**config.mk**
```make
export PLATFORM = sky130hd
export DESIGN_NAME = mesi_isc_fifo_reader_flat
export DESIGN_NICKNAME = d
export VERILOG_FILES = /design/src/rtl/mesi_isc_pkg.sv /design/src/rtl/mesi_isc_fifo_reader_if.sv /design/src/rtl/mesi_isc_skid_buf.sv /design/src/rtl/mesi_isc_fifo_reader.sv /design/src/flat_wrapper.sv
export SDC_FILE = /design/constraint.sdc
export NUM_CORES = 1
export LEC_CHECK = 0
export ABC_AREA = 1
export ABC_CLOCK_PERIOD_IN_PS = 1390
export BUFFER_PORTS_ARGS = -buffer_cell sky130_fd_sc_hd__buf_4
export CAP_MARGIN = 20
export CORE_AREA = 2 2 113 88
export DETAILED_ROUTE_END_ITERATION = 10
export DIE_AREA = 0 0 115 90
export SLEW_MARGIN = 20
export SYNTH_ARGS = -nofsm -noshare
export SYNTH_HDL_FRONTEND = slang
export SYNTH_SLANG_ARGS = --single-unit
export TNS_END_PERCENT = 30
```
**constraint.sdc**
```tcl
create_clock -name clk -period 1.39 [get_ports clk]
set_input_delay 0.278 -clock clk [delete_from_list [all_inputs] [get_ports clk]]
set_output_delay 0.278 -clock clk [all_outputs]
set_load 0.02 [all_outputs]
```
**src/rtl/mesi_isc_pkg.sv**
```systemverilog
// Shared types and constants for the MESI ISC FIFO reader and its skid buffer.
package mesi_isc_pkg;

  typedef enum logic [1:0] {RD_IDLE, RD_ACTIVE, RD_FLUSH} rd_state_t;

  localparam int SKID_DEPTH = 2;
  localparam int SKID_CNT_W = $clog2(SKID_DEPTH + 1);
  localparam logic [SKID_CNT_W-1:0] SKID_FULL = SKID_CNT_W'(SKID_DEPTH);

endpackage

```
**src/rtl/mesi_isc_fifo_reader_if.sv**
```systemverilog
// FIFO read port plus downstream valid/ready stream seen by the reader.
interface mesi_isc_fifo_reader_if #(parameter int DATA_WIDTH = 32);
  logic                  fifo_empty_i;
  logic [DATA_WIDTH-1:0] fifo_data_i;
  logic                  fifo_rd_o;
  logic                  out_valid_o;
  logic                  out_ready_i;
  logic [DATA_WIDTH-1:0] out_data_o;

  modport master (input fifo_empty_i, fifo_data_i, out_ready_i,
                  output fifo_rd_o, out_valid_o, out_data_o);
  modport slave  (output fifo_empty_i, fifo_data_i, out_ready_i,
                  input fifo_rd_o, out_valid_o, out_data_o);
endinterface

```
**src/rtl/mesi_isc_skid_buf.sv**
```systemverilog
// Two-entry skid buffer: wrapping 1-bit head/tail pointers, push/pop/clear, head word out.
module mesi_isc_skid_buf
  import mesi_isc_pkg::*;
#(
  parameter int DATA_WIDTH = 32
) (
  input  logic                  clk,
  input  logic                  rst,
  input  logic                  push,
  input  logic [DATA_WIDTH-1:0] push_data,
  input  logic                  pop,
  input  logic                  clr,
  output logic [SKID_CNT_W-1:0] count,
  output logic [DATA_WIDTH-1:0] head_data
);

  logic [SKID_DEPTH-1:0][DATA_WIDTH-1:0] mem_q, mem_d;
  logic                                  head_q, head_d, tail_q, tail_d;
  logic [SKID_CNT_W-1:0]                 cnt_q, cnt_d;
  logic                                  do_push, do_pop;

  always_comb begin
    mem_d   = mem_q;
    head_d  = head_q;
    tail_d  = tail_q;
    do_push = push && (cnt_q != SKID_FULL);
    do_pop  = pop && (cnt_q != '0);
    if (do_push) begin
      mem_d[tail_q] = push_data;
      tail_d        = ~tail_q;
    end
    if (do_pop) head_d = ~head_q;
    // simultaneous push and pop leaves the count alone
    cnt_d = cnt_q + SKID_CNT_W'(do_push) - SKID_CNT_W'(do_pop);
    if (clr) begin
      cnt_d  = '0;
      head_d = 1'b0;
      tail_d = 1'b0;
    end
  end

  always_ff @(posedge clk) begin
    if (!rst) begin
      mem_q  <= '0;
      head_q <= 1'b0;
      tail_q <= 1'b0;
      cnt_q  <= '0;
    end else begin
      mem_q  <= mem_d;
      head_q <= head_d;
      tail_q <= tail_d;
      cnt_q  <= cnt_d;
    end
  end

  assign count     = cnt_q;
  assign head_data = mem_q[head_q];

endmodule

```
**src/rtl/mesi_isc_fifo_reader.sv**
```systemverilog
// Read-side master for mesi_isc_basic_fifo: pops into a skid buffer, streams out, supports flush.
// Optional pop/stall statistics counters under MESI_ISC_READER_STATS_EN.
module mesi_isc_fifo_reader
  import mesi_isc_pkg::*;
#(
  parameter int DATA_WIDTH = 32,
  parameter int CNT_WIDTH  = 16
) (
  input  logic                  clk,
  input  logic                  rst,
  input  logic                  enable_i,
  input  logic                  flush_i,
  mesi_isc_fifo_reader_if.master rif,
  output logic                  busy_o,
  output logic                  flush_done_o
`ifdef MESI_ISC_READER_STATS_EN
  ,
  output logic [CNT_WIDTH-1:0]  pop_cnt_o,
  output logic [CNT_WIDTH-1:0]  stall_cnt_o
`endif
);

  rd_state_t             state_q, state_d;
  logic [SKID_CNT_W-1:0] skid_cnt;
  logic                  fifo_rd, push, xfer, out_valid;

  // space is judged from the registered count only, so out_ready_i never reaches fifo_rd_o
  always_comb begin
    out_valid = (skid_cnt != '0);
    xfer      = out_valid && rif.out_ready_i;
    fifo_rd   = !rif.fifo_empty_i &&
                (((state_q == RD_ACTIVE) && (skid_cnt != SKID_FULL)) || (state_q == RD_FLUSH));
    push      = fifo_rd && (state_q == RD_ACTIVE);
    state_d   = state_q;
    if (flush_i) state_d = RD_FLUSH;
    else begin
      case (state_q)
        RD_IDLE:   if (enable_i) state_d = RD_ACTIVE;
        RD_ACTIVE: if (!enable_i) state_d = RD_IDLE;
        RD_FLUSH:  if (rif.fifo_empty_i && !fifo_rd) state_d = RD_IDLE;
        default:   state_d = RD_IDLE;
      endcase
    end
  end

  always_ff @(posedge clk) begin
    if (!rst) state_q <= RD_IDLE;
    else      state_q <= state_d;
  end

  mesi_isc_skid_buf #(.DATA_WIDTH(DATA_WIDTH)) u_skid (
    .clk       (clk),
    .rst       (rst),
    .push      (push),
    .push_data (rif.fifo_data_i),
    .pop       (xfer),
    .clr       (flush_i),
    .count     (skid_cnt),
    .head_data (rif.out_data_o)
  );

  assign rif.fifo_rd_o   = fifo_rd;
  assign rif.out_valid_o = out_valid;
  assign busy_o          = (state_q == RD_FLUSH);
  assign flush_done_o    = (state_q == RD_FLUSH) && (state_d == RD_IDLE);

`ifdef MESI_ISC_READER_STATS_EN
  logic [CNT_WIDTH-1:0] pop_cnt_q, pop_cnt_d, stall_cnt_q, stall_cnt_d;

  always_comb begin
    pop_cnt_d   = pop_cnt_q;
    stall_cnt_d = stall_cnt_q;
    if (flush_i) begin
      pop_cnt_d   = '0;
      stall_cnt_d = '0;
    end else begin
      if (push && (pop_cnt_q != '1)) pop_cnt_d = pop_cnt_q + 1'b1;
      if (out_valid && !rif.out_ready_i && (stall_cnt_q != '1)) stall_cnt_d = stall_cnt_q + 1'b1;
    end
  end

  always_ff @(posedge clk) begin
    if (!rst) begin
      pop_cnt_q   <= '0;
      stall_cnt_q <= '0;
    end else begin
      pop_cnt_q   <= pop_cnt_d;
      stall_cnt_q <= stall_cnt_d;
    end
  end

  assign pop_cnt_o   = pop_cnt_q;
  assign stall_cnt_o = stall_cnt_q;
`endif

endmodule

```
**src/flat_wrapper.sv**
```systemverilog
// flat-port wrapper written by rule: the top's interface ports become plain ports
module mesi_isc_fifo_reader_flat import mesi_isc_pkg::*;
#(
  parameter int DATA_WIDTH = 32,
  parameter int CNT_WIDTH  = 16
)
  (clk, rst, enable_i, flush_i, busy_o, flush_done_o, rif_fifo_empty_i, rif_fifo_data_i, rif_out_ready_i, rif_fifo_rd_o, rif_out_valid_o, rif_out_data_o);
  mesi_isc_fifo_reader_if #(.DATA_WIDTH(DATA_WIDTH)) rif_i ();
  input  logic clk;
  input  logic rst;
  input  logic enable_i;
  input  logic flush_i;
  output logic busy_o;
  output logic flush_done_o;
  input wire logic [$bits(rif_i.fifo_empty_i)-1:0] rif_fifo_empty_i;
  input wire logic [$bits(rif_i.fifo_data_i)-1:0] rif_fifo_data_i;
  input wire logic [$bits(rif_i.out_ready_i)-1:0] rif_out_ready_i;
  output wire logic [$bits(rif_i.fifo_rd_o)-1:0] rif_fifo_rd_o;
  output wire logic [$bits(rif_i.out_valid_o)-1:0] rif_out_valid_o;
  output wire logic [$bits(rif_i.out_data_o)-1:0] rif_out_data_o;
  assign rif_i.fifo_empty_i = rif_fifo_empty_i;
  assign rif_i.fifo_data_i = rif_fifo_data_i;
  assign rif_i.out_ready_i = rif_out_ready_i;
  assign rif_fifo_rd_o = rif_i.fifo_rd_o;
  assign rif_out_valid_o = rif_i.out_valid_o;
  assign rif_out_data_o = rif_i.out_data_o;
  mesi_isc_fifo_reader #(.DATA_WIDTH(DATA_WIDTH), .CNT_WIDTH(CNT_WIDTH)) u_core (.clk(clk), .rst(rst), .enable_i(enable_i), .flush_i(flush_i), .rif(rif_i), .busy_o(busy_o), .flush_done_o(flush_done_o));
endmodule
```
==> results of run 1 <==
[how the worst max path moves through the flow]
stage	from	to	slack [ns]	cells past startpoint
floorplan	u_core.u_skid.count[0]$_SDFF_PP0_	u_core.u_skid.count[1]$_SDFF_PP0_	-0.08	10
global placement	rif_fifo_empty_i	u_core.u_skid.count[1]$_SDFF_PP0_	-0.07	10
detailed placement	u_core.state_q[0]$_SDFF_PN0_	u_core.u_skid.count[1]$_SDFF_PP0_	-0.07	10
CTS	u_core.u_skid.head_q$_SDFFE_PP0P_	rif_out_data_o[20]	-0.11	5
global route	u_core.state_q[0]$_SDFF_PN0_	u_core.u_skid.count[1]$_SDFF_PP0_	-0.15	10
finish	u_core.u_skid.head_q$_SDFFE_PP0P_	rif_out_data_o[7]	-0.11	5
[timing repair]
| action | 4_1_cts | 5_1_grt |
|---|---|---|
| endpoints found under the setup margin | 36 | 66 |
| hold buffers | 0 | 0 |
| setup buffers | 1 | 0 |
| cloned | 0 | 3 |
| gates resized for setup | 39 | 59 |
| hold endpoints to repair | 0 | 0 |
| pin swaps | 3 | 8 |
[metrics by stage]
step / setup slack [ns] / power [mW] / cell area [um2] / TNS, ns
detailed placement: -0.07020 / 2.505 / 4269 / -0.07020
global placement: -0.06623 / 2.501 / 4269 / -0.06623
finish: -0.1071 / 4.795 / 4961 / -2.839
floorplan: -0.07880 / 2.322 / 3556 / -0.07880
global route: -0.1519 / 4.991 / 4961 / -5.060
CTS: -0.1112 / 4.818 / 4708 / -3.149
[cell families (layout without fill, tap and decap cells)]
group | count (synthesis) | in the layout | share of synthesized area, %
buf+inv | 89 | 164 | 12.49
xor+xnor | 1 | 1 | 0.2499
simple gates | 372 | 372 | 45.57
fa+ha+maj | 2 | 2 | 0.7137
compound gates | 7 | 7 | 0.9992
flops | 70 | 70 | 39.97
[Yosys cell counts]
| master | n |
|---|---|
| buf_6 | 12 |
| o21ai_0 | 3 |
| buf_1 | 4 |
| nand4_1 | 64 |
| nor2_1 | 134 |
| buf_2 | 11 |
| xnor2_1 | 1 |
| inv_2 | 1 |
| nor2_2 | 1 |
| clkbuf_1 | 14 |
| inv_1 | 46 |
| clkinv_1 | 1 |
| nand3_4 | 1 |
| a21oi_1 | 4 |
| nand2_2 | 1 |
| ha_1 | 2 |
| nor2_4 | 3 |
| nand2_1 | 168 |
| dfxtp_1 | 70 |
[layer usage]
metal / share of wire (%) / vias to the layer above / global-route usage, %
li1: - / 1829 / -
met4: 0.24 / 0 / 3.715
met2: 47 / 96 / 28.87
met5: 0 / - / 0
met3: 5.4 / 2 / 4.855
met1: 47 / 1581 / 26.90
[registers in the layout (all words and copies together), names as in the netlist]
register / count
u_core.u_skid.tail_q: 1
u_core.u_skid.count: 2
u_core.state_q: 2
u_core.u_skid.mem_q: 64
u_core.u_skid.head_q: 1
[cell type report]
class	instances	area share, %
multi-input cells	382	37.07
flip-flops and latches	70	28.45
repair buffers	100	21.66
clock buffers	11	4.893
inverters	48	3.834
well taps	115	2.900
clock inverters	5	1.185
[critical path, cell delays in order (launching register included)]
cell       delay (ns)
dfxtp_4          0.41
inv_8            0.07
clkbuf_16        0.16
nand2_1          0.05
nand2_1          0.07
buf_6            0.13
[power by group]
part / internal (mW) / total (mW) / switching [mW]
clock network: 1.44 / 2.30 / 0.860
logic: 0.212 / 0.448 / 0.236
registers: 2.03 / 2.05 / 0.0176
==> results.txt, run 1 <==
Core Box Area -> 0.009309 mm2
P&R area growth vs syn -> 41.51%
Grt total ovfl -> 0
Setup crit start kind -> register
Share of post-route cells with drive strength above 1 -> 28.73%
Post-Syn Nets -> 581
DRC Markers -> 0
Hold EP -> u_core.state_q[0]$_SDFF_PN0_
Area leader, netlist -> dfxtp_1
Top Ports -> 74
Drt pass-1 iters -> 4
Pwr dens -> 966.6 mW/mm2
Most frequent cells in the layout -> nor2_1 (134), nand2_1 (129), nand4_1 (64), dfxtp_1 (64), buf_4 (51)
Post-Place Cells -> 711
Worst Tran Pin Value -> 0.3232 ns
Clk_lat worst skew -> 0.33 ns
Register area -> 0.001411 mm2
GP Congestion -> 0.7268
Initial antenna violation count -> 0
DP HPWL -> 5782 um
Worst Hold Class -> in2reg
Post-Syn Instances -> 541
Filler instances -> 909
Peak VDD IR -> 0.6543 mV
WL/cell -> 13.11 um
Avg Inst Size Synth -> 6.480 um2
Die W -> 115 um
Ant. Diodes -> 0
Reg2reg start -> u_core.state_q[0]$_SDFF_PN0_
Unrepaired setup endpoints after global routing -> true
CTS buffer count -> 9
Failing checks -> negative setup slack
Worst reg2reg endpoint -> u_core.u_skid.count[1]$_SDFF_PP0_
Outcome -> complete, but fails checks
Fin crit period -> 1.497 ns
Initial Utilization -> 37.66%
Slack of the critical path -> -0.1071 ns
First-pass GRT wire length -> 15,790 um
Crit end category -> output pin
Final std cells w/o fill -> 731
Die Ht -> 90 um
Yosys warnings -> 0
H-tree depth -> 3
Fin crit share -> 107.7%
Layout Nets -> 651
PortBufs -> 73
Min-Delay Startpoint -> enable_i
Post-synth top area share -> 39.97%
Rel. slew slack -> 78.45%
Most common cell after layout, fill and taps aside -> nor2_1
R2r setup slk -> -0.06 ns
Clock transition at path regs -> 0.05 ns
Total number of vias -> 3,508
Global router's overall resource usage -> 18.88%
Largest net degree at the start of global routing -> 66
Post-layout util -> 53.29%
Sequential area share after synthesis -> 39.97%
Max-cap violations -> 0
CTS tree -> done
Vias in the first global route -> 3,194
# rows -> 31
Cells taking the most area after synthesis -> dfxtp_1 (40%), nand2_1 (18%), nor2_1 (14%), nand4_1 (11%), inv_1 (4.9%)
Post-Syn Area -> 0.003506 mm2
Maximum clock frequency -> 0.6680 GHz
Critical path required time -> 1.11 ns
Max FO, Critical Path -> 5
Vias per cell -> 4.799
Drt total wl -> 9586 um
Hold Crit Depth -> 3
Clock root buffer master -> clkbuf_16
Final hold vios -> 0
DIE AREA -> 0.01035 mm2
Final Slew Violations -> 0
Hold WS -> 0.2017 ns
Setup Skew -> 0.01009 ns
Reg2Reg Depth -> 10
Lkg Pwr -> 2.296 nW
Routed Antenna Nets -> 0
Setup violators final -> 35
Clk sinks -> 70
#FFs+latches synth -> 70
CTS max path bufs -> 2
Worst Path Arrival -> 1.22 ns
Library cells used by synthesis -> 19
WS Path Type -> reg2out
Iteration-0 DRC Markers -> 184
Area of the multi-input gates -> 0.001839 mm2
Note: power is estimated with default switching activity, not from simulation.
==> run 2: changes to the inputs <==
--- a/config.mk
+++ b/config.mk
@@ -9,9 +9,10 @@
 export ABC_CLOCK_PERIOD_IN_PS = 1390
 export BUFFER_PORTS_ARGS = -buffer_cell sky130_fd_sc_hd__buf_4
 export CAP_MARGIN = 20
-export CORE_AREA = 2 2 113 88
+export CORE_AREA = 8 8 119 94
 export DETAILED_ROUTE_END_ITERATION = 10
-export DIE_AREA = 0 0 115 90
+export DIE_AREA = 0 0 127 102
+export REMOVE_ABC_BUFFERS = 1
 export SLEW_MARGIN = 20
 export SYNTH_ARGS = -nofsm -noshare
 export SYNTH_HDL_FRONTEND = slang
==> results.txt, run 2 (synthesis gave the netlist of run 1 again) <==
Worst Tran Pin Value -> 0.3033 ns (-0.01999 ns)
Setup crit start kind -> register
DRC Markers -> 0 (unchanged)
Fin crit share -> 111.0% (+3.2 points)
Clk_lat worst skew -> 0.33 ns (about the same)
Hold Crit Depth -> 3 (unchanged)
CTS max path bufs -> 2 (unchanged)
Buf/Inv on CP -> 3 (unchanged)
Die Ht -> 102 um (+13%)
Clock transition at path regs -> 0.05 ns (about the same)
Hold WS -> 0.1841 ns (-0.01759 ns)
Max-cap violations -> 0 (unchanged)
Layout Nets -> 657 (+0.92%)
Grt total ovfl -> 0 (unchanged)
Worst Path Arrival -> 1.26 ns (+0.04 ns)
Sw frac -> 23.21% (about the same)
Critical path required time -> 1.11 ns (about the same)
Clock root buffer master -> clkbuf_16
Pwr dens -> 913.3 mW/mm2 (-5.5%)
First-pass GRT wire length -> 16,660 um (+5.5%)
Final std cells w/o fill -> 736 (+0.68%)
Total power draw -> 4.605 mW (-4.0%)
Maximum clock frequency -> 0.6484 GHz (-2.9%)
Largest net degree at the start of global routing -> 66 (unchanged)
Worst Hold Class -> in2reg
R2r setup slk -> -0.14 ns (-0.08 ns)
DIE AREA -> 0.01295 mm2 (+25%)
PortBufs -> 73 (unchanged)
P&R area growth vs syn -> 43.83%
Vias in the first global route -> 3,414 (+6.9%)
WL/cell -> 14.14 um (+7.8%)
Global router's overall resource usage -> 16.15% (-2.7 points)
Die W -> 127 um (+10%)
Slowest-stage cell, CP -> dfxtp_4
Crit path cell chain -> inv_8, clkbuf_16, nand2_1, nand2_1, buf_4
Crit path depth -> 5 (unchanged)
Clk network pwr share -> 45.6% (-2.3 points)
Most common cell after layout, fill and taps aside -> nor2_1
Post-layout util -> 54.17% (+0.87 points)
Sequential share of power -> 44.6% (+1.8 points)
Ant. Diodes -> 0 (unchanged)
Reg with most FFs -> u_core.u_skid.mem_q
Delay-heaviest family, CP -> flip-flops
H-tree depth -> 3 (unchanged)
Max FO, Critical Path -> 7 (+2)
Outcome -> complete, but fails checks
Most used cell, CP -> nand2_1
Final hold vios -> 0 (unchanged)
Peak VDD IR -> 0.5922 mV (-9.5%)
Slack of the critical path -> -0.1523 ns (-0.04515 ns)
Failing checks -> negative setup slack
Internal -> 3.536 mW (-4.0%)
Lkg Pwr -> 2.352 nW (+2.4%)
Vias per cell -> 4.889 (+1.9%)
GP Congestion -> 0.7509 (+3.3%)
Initial antenna violation count -> 0 (unchanged)
Post-Place Cells -> 711 (unchanged)
# rows -> 31 (unchanged)
Final Slew Violations -> 0 (unchanged)
Iteration-0 DRC Markers -> 290 (+58%)
# hold bufs at CTS -> 0 (unchanged)
Share of post-route cells with drive strength above 1 -> 29.95% (+1.2 points)
DP HPWL -> 6236 um (+7.9%)
Critical Path Max Stage Delay -> 0.43 ns (+0.02 ns)
Filler instances -> 935 (+2.9%)
CTS tree -> done
Psw -> 1.069 mW (-4.0%)
Rel. slew slack -> 79.75% (+1.3 points)
Clk sinks -> 70 (unchanged)
Largest register FFs -> 64 (unchanged)
Top Ports -> 74 (unchanged)
Drt pass-1 iters -> 4 (unchanged)
Unrepaired setup endpoints after global routing -> true
Most frequent cells in the layout -> nor2_1 (134), nand2_1 (126), nand4_1 (64), dfxtp_1 (64), buf_4 (57)
Setup violators final -> 36 (+2.9%)
WS Path Type -> reg2out
CTS buffer count -> 9 (unchanged)
Setup Skew -> 0.002450 ns (-0.007636 ns)
Comb power frac -> 9.8% (+0.5 points)
Routed Antenna Nets -> 0 (unchanged)
Crit end category -> output pin
Initial Utilization -> 37.66% (unchanged)
Fin crit period -> 1.542 ns (+0.04515 ns)
Drt total wl -> 10,400 um (+8.5%)
Total number of vias -> 3,598 (+2.6%)
Core Box Area -> 0.009309 mm2 (unchanged)
Reg2Reg Depth -> 10 (unchanged)
## run 2: cell types whose count changed in the layout (fill, tap and decap cells not counted), moves of 3 or more
| cell | before | now |
|---|---|---|
| nand2_4 | 6 | 14 |
| nand2_2 | 34 | 29 |
| buf_4 | 51 | 57 |
| nand2_1 | 129 | 126 |
## run 2: layout make-up
| class | instances | area, um2 | area share (%) |
|---|---|---|---|
| clock buffer | 14 | 264.0 | 5.236 |
| clock inverter | 1 | 5.005 | 0.09926 |
| inverter | 48 | 190.2 | 3.772 |
| multi-input combinational | 382 | 1891 | 37.49 |
| sequential | 70 | 1414 | 28.04 |
| tap | 115 | 143.9 | 2.854 |
| timing repair buffer | 106 | 1135 | 22.51 |
## run 2: power groups by stage
stage	sequential (mW)	clock [mW]	combinational, mW
floorplan	2.09	0	0.192
finish	2.05	2.10	0.451
detailed placement	2.09	0	0.408
global placement	2.09	0	0.402
CTS	2.05	2.14	0.431
global route	2.05	2.25	0.497
## run 2: layer usage
metal / up-vias / share of wire (%) / track usage (%) / wire length (um)
li1: 1845 / - / - / -
met1: 1634 / 45 / 19.65 / 4703
met2: 99 / 47 / 25.90 / 4901
met3: 20 / 6.1 / 5.996 / 631
met4: 0 / 1.6 / 5.561 / 167
met5: - / 0 / 0 / 0
## run 2: final timing paths
path                                   startpoint                              endpoint
max             u_core.u_skid.head_q$_SDFFE_PP0P_                     rif_out_data_o[3]
min                                      enable_i          u_core.state_q[0]$_SDFF_PN0_
max reg2reg     u_core.u_skid.count[0]$_SDFF_PP0_     u_core.u_skid.count[1]$_SDFF_PP0_
min reg2reg  u_core.u_skid.mem_q[52]$_SDFFE_PN0P_  u_core.u_skid.mem_q[52]$_SDFFE_PN0P_
## run 2: worst min-delay path: stages
cell and delay (ns):
buf_4 0.11, nand2_1 0.05, nor2_1 0.04
## run 2: stage by stage
stage / instance area [um2] / worst slack [ns] / setup TNS (ns)
after floorplan: 3248 / -0.7556 / -68.64
after global placement: 4219 / -0.08374 / -0.08374
after detailed placement: 4219 / -0.1601 / -0.1601
after CTS: 4735 / -0.1124 / -3.094
after global routing: 5042 / -0.2012 / -9.112
final: 5042 / -0.1523 / -4.374
## run 2: timing repair
action | 4_1_cts | 5_1_grt
resized for setup | 62 | 63
setup endpoints to repair | 35 | 102
hold endpoints to repair | 0 | 0
setup buffers | 6 | 0
pin swaps | 19 | 42
gates cloned | 0 | 4
==> run 3: changes to the inputs <==
--- a/config.mk
+++ b/config.mk
@@ -9,12 +9,13 @@
 export ABC_CLOCK_PERIOD_IN_PS = 1390
 export BUFFER_PORTS_ARGS = -buffer_cell sky130_fd_sc_hd__buf_4
 export CAP_MARGIN = 20
-export CORE_AREA = 8 8 119 94
+export CORE_AREA = 8 8 116 91
 export DETAILED_ROUTE_END_ITERATION = 10
-export DIE_AREA = 0 0 127 102
+export DIE_AREA = 0 0 124 99
 export REMOVE_ABC_BUFFERS = 1
 export SLEW_MARGIN = 20
 export SYNTH_ARGS = -nofsm -noshare
 export SYNTH_HDL_FRONTEND = slang
+export SYNTH_HIERARCHICAL = 1
 export SYNTH_SLANG_ARGS = --single-unit
 export TNS_END_PERCENT = 30
==> results.txt, run 3 <==
Cells taking the most area after synthesis -> dfxtp_1 (42%), nand2_1 (17%), nor2_1 (7.8%), a21boi_0 (6.1%), nand4_1 (6.1%)
Final hold vios -> 0 (unchanged)
Lkg Pwr -> 2.105 nW (-10%)
Largest register FFs -> 64 (unchanged)
Slack of the critical path -> -0.1631 ns (-0.01088 ns)
Outcome -> complete, but fails checks
Most common cell after layout, fill and taps aside -> nand2_1
Drt pass-1 iters -> 4 (unchanged)
Routed Antenna Nets -> 0 (unchanged)
Top_reg_cell synth -> dfxtp_1
WL/cell -> 13.78 um (-2.5%)
PortBufs -> 73 (unchanged)
Clock transition at path regs -> 0.05 ns (about the same)
Crit end category -> output pin
DRC Markers -> 0 (unchanged)
Top Ports -> 74 (unchanged)
Share of post-route cells with drive strength above 1 -> 28.88% (-1.1 points)
Unrepaired setup endpoints after global routing -> true
Setup violators final -> 98 (+170%)
Final std cells w/o fill -> 673 (-8.6%)
# rows -> 30 (-3.2%)
Ant. Diodes -> 0 (unchanged)
Layout Nets -> 595 (-9.4%)
# hold bufs at CTS -> 0 (unchanged)
Failing checks -> negative setup slack
H-tree depth -> 3 (unchanged)
Fin crit period -> 1.553 ns (+0.01089 ns)
R2r setup slk -> -0.13 ns (about the same)
WS Path Type -> reg2out
Hold WS -> 0.1478 ns (-0.03623 ns)
Post-Syn Area -> 0.003301 mm2 (-5.9%)
Reg with most FFs -> u_core/u_skid/mem_q
Grt total ovfl -> 0 (unchanged)
Total power draw -> 4.474 mW (-2.8%)
Global router's overall resource usage -> 14.93% (-1.2 points)
Worst Path Arrival -> 1.28 ns (+0.02 ns)
Clk_lat worst skew -> 0.33 ns (about the same)
Synth async-reset ratio -> 0% (unchanged)
Max FO, Critical Path -> 20 (+13)
Post-Place Cells -> 651 (-8.4%)
Pwr dens -> 973.6 mW/mm2 (+6.6%)
Maximum clock frequency -> 0.6439 GHz (-0.70%)
Critical path required time -> 1.11 ns (about the same)
EDFF count, synth -> 0 (unchanged)
Die W -> 124 um (-2.4%)
DP HPWL -> 6013 um (-3.6%)
Avg Inst Size Synth -> 6.891 um2 (+6.3%)
Post-synth top area share -> 42.46% (+2.5 points)
Most frequent cells in the layout -> nand2_1 (133), buf_4 (78), dfxtp_1 (66)
Dominant cell by count in the synthesized netlist -> nand2_1
CTS max path bufs -> 2 (unchanged)
DIE AREA -> 0.01228 mm2 (-5.2%)
Vias per cell -> 4.828 (-1.2%)
Setup Skew -> 0.007330 ns (+0.004879 ns)
First-pass GRT wire length -> 14,640 um (-12%)
Worst Tran Pin Value -> 0.2722 ns (-0.03109 ns)
Largest net degree at the start of global routing -> 38 (-42%)
Clock root buffer master -> clkbuf_16
P&R area growth vs syn -> 39.23%
Rel. slew slack -> 81.86% (+2.1 points)
Vias in the first global route -> 3,070 (-10%)
Peak VDD IR -> 0.7392 mV (+25%)
CTS tree -> done
Area leader, netlist -> dfxtp_1
Sequential area share after synthesis -> 42.46% (+2.5 points)
Fin crit share -> 111.7% (+0.78 points)
Setup crit start kind -> register
Die Ht -> 99 um (-2.9%)
Final Slew Violations -> 0 (unchanged)
Synth top cells by count -> nand2_1 (146), dfxtp_1 (70), nor2_1 (69)
GP Congestion -> 0.7872 (+4.8%)
Initial antenna violation count -> 0 (unchanged)
#FFs+latches synth -> 70 (unchanged)
Max-cap violations -> 0 (unchanged)
Clk sinks -> 70 (unchanged)
CTS buffer count -> 9 (unchanged)
Setup TNS -> -6.137 ns (-1.763 ns)
Initial Utilization -> 37.58% (-0.083 points)
Yosys warnings -> 6 (+6)
Iteration-0 DRC Markers -> 162 (-44%)
Worst Hold Class -> in2reg
Library cells used by synthesis -> 23 (+4)
Filler instances -> 888 (-5.0%)
Total number of vias -> 3,249 (-9.7%)
Core Box Area -> 0.008783 mm2 (-5.6%)
Drt total wl -> 9271 um (-11%)
Post-Syn Instances -> 479 (-11%)
==> run 3: changes by cell type after synthesis, sizes merged, moves of 2 or more <==
cell    change
nand2      -22
a21boi     +32
nand3       +3
nor3        +2
nand4      -32
o21ai      +30
buf         -6
nor2       -69
==> run 3: logic make-up (layout without fill, tap and decap cells) <==
group                    count (synthesis)  after routing  synth area share [%]
buffers and inverters                   83            165                 11.49
AO/OA/AOI/OAI                           69             69                 12.96
flip-flops                              70             70                 42.46
adder cells (fa/ha/maj)                  1              1                0.3790
AND/OR/NAND/NOR                        256            256                 32.71
==> run 3: area by class of cell <==
cell class              count  area [um2]  share of cell area (%)
multi-input cells         326        1669                   36.32
flip-flops and latches     70        1409                   30.66
repair buffers            101       927.1                   20.17
clock buffers              11       242.7                   5.282
inverters                  48       182.7                   3.975
well taps                 112       140.1                   3.049
clock inverters             5       25.02                  0.5445
==> run 3: timing repair <==
item	4_1_cts	5_1_grt
pin swaps	1	13
setup buffers	1	3
resized for setup	68	47
endpoints found under the setup margin	102	102
cloned	1	1
==> run 3: path summary, 6_finish.rpt <==
path                                        startpoint                                    to  cells after the start
setup / recovery     u_core/u_skid/head_q$_SDFFE_PP0P_                    rif_out_data_o[15]                      3
hold reg to reg   u_core/u_skid/mem_q[56]$_SDFFE_PN0P_  u_core/u_skid/mem_q[56]$_SDFFE_PN0P_                      2
hold / removal                                 flush_i          u_core/state_q[0]$_SDFF_PN0_                      2
setup reg to reg     u_core/u_skid/count[1]$_SDFF_PP0_     u_core/u_skid/count[1]$_SDFF_PP0_                     13
==> run 3: critical path: stages, from the launching register on <==
cell and delay, ns:
dfxtp_4 0.38, buf_12 0.17, o21ai_0 0.22, buf_4 0.18
==> run 3: metrics by stage <==
stage,cell area (um2),worst slack [ns],util [%]
finish,4596,-0.1631,52.32
global route,4596,-0.2555,52.32
CTS,4397,-0.1824,50.06
detailed placement,4031,-0.2277,45.90
global placement,4031,-0.1063,45.90
floorplan,3102,-0.7000,-
==> run 3: per-layer routing <==
metal | global-route usage (%) | part of all wire [%] | wire length, um | vias to the layer above
met5 | 0 | 0 | 0 | -
met4 | 4.106 | 0.70 | 65 | 0
met3 | 5.600 | 7.7 | 717 | 6
met2 | 23.57 | 46 | 4250 | 79
met1 | 18.54 | 46 | 4237 | 1493
li1 | - | - | - | 1671
==> run 3: power breakdown <==
part / total, mW / switching, mW / internal (mW) / leakage [nW]
Sequential: 2.04 / 0.00805 / 2.03 / 0.567
Clock: 2.06 / 0.822 / 1.24 / 0.139
Combinational: 0.372 / 0.195 / 0.177 / 1.40
Total: 4.47 / 1.03 / 3.45 / 2.11
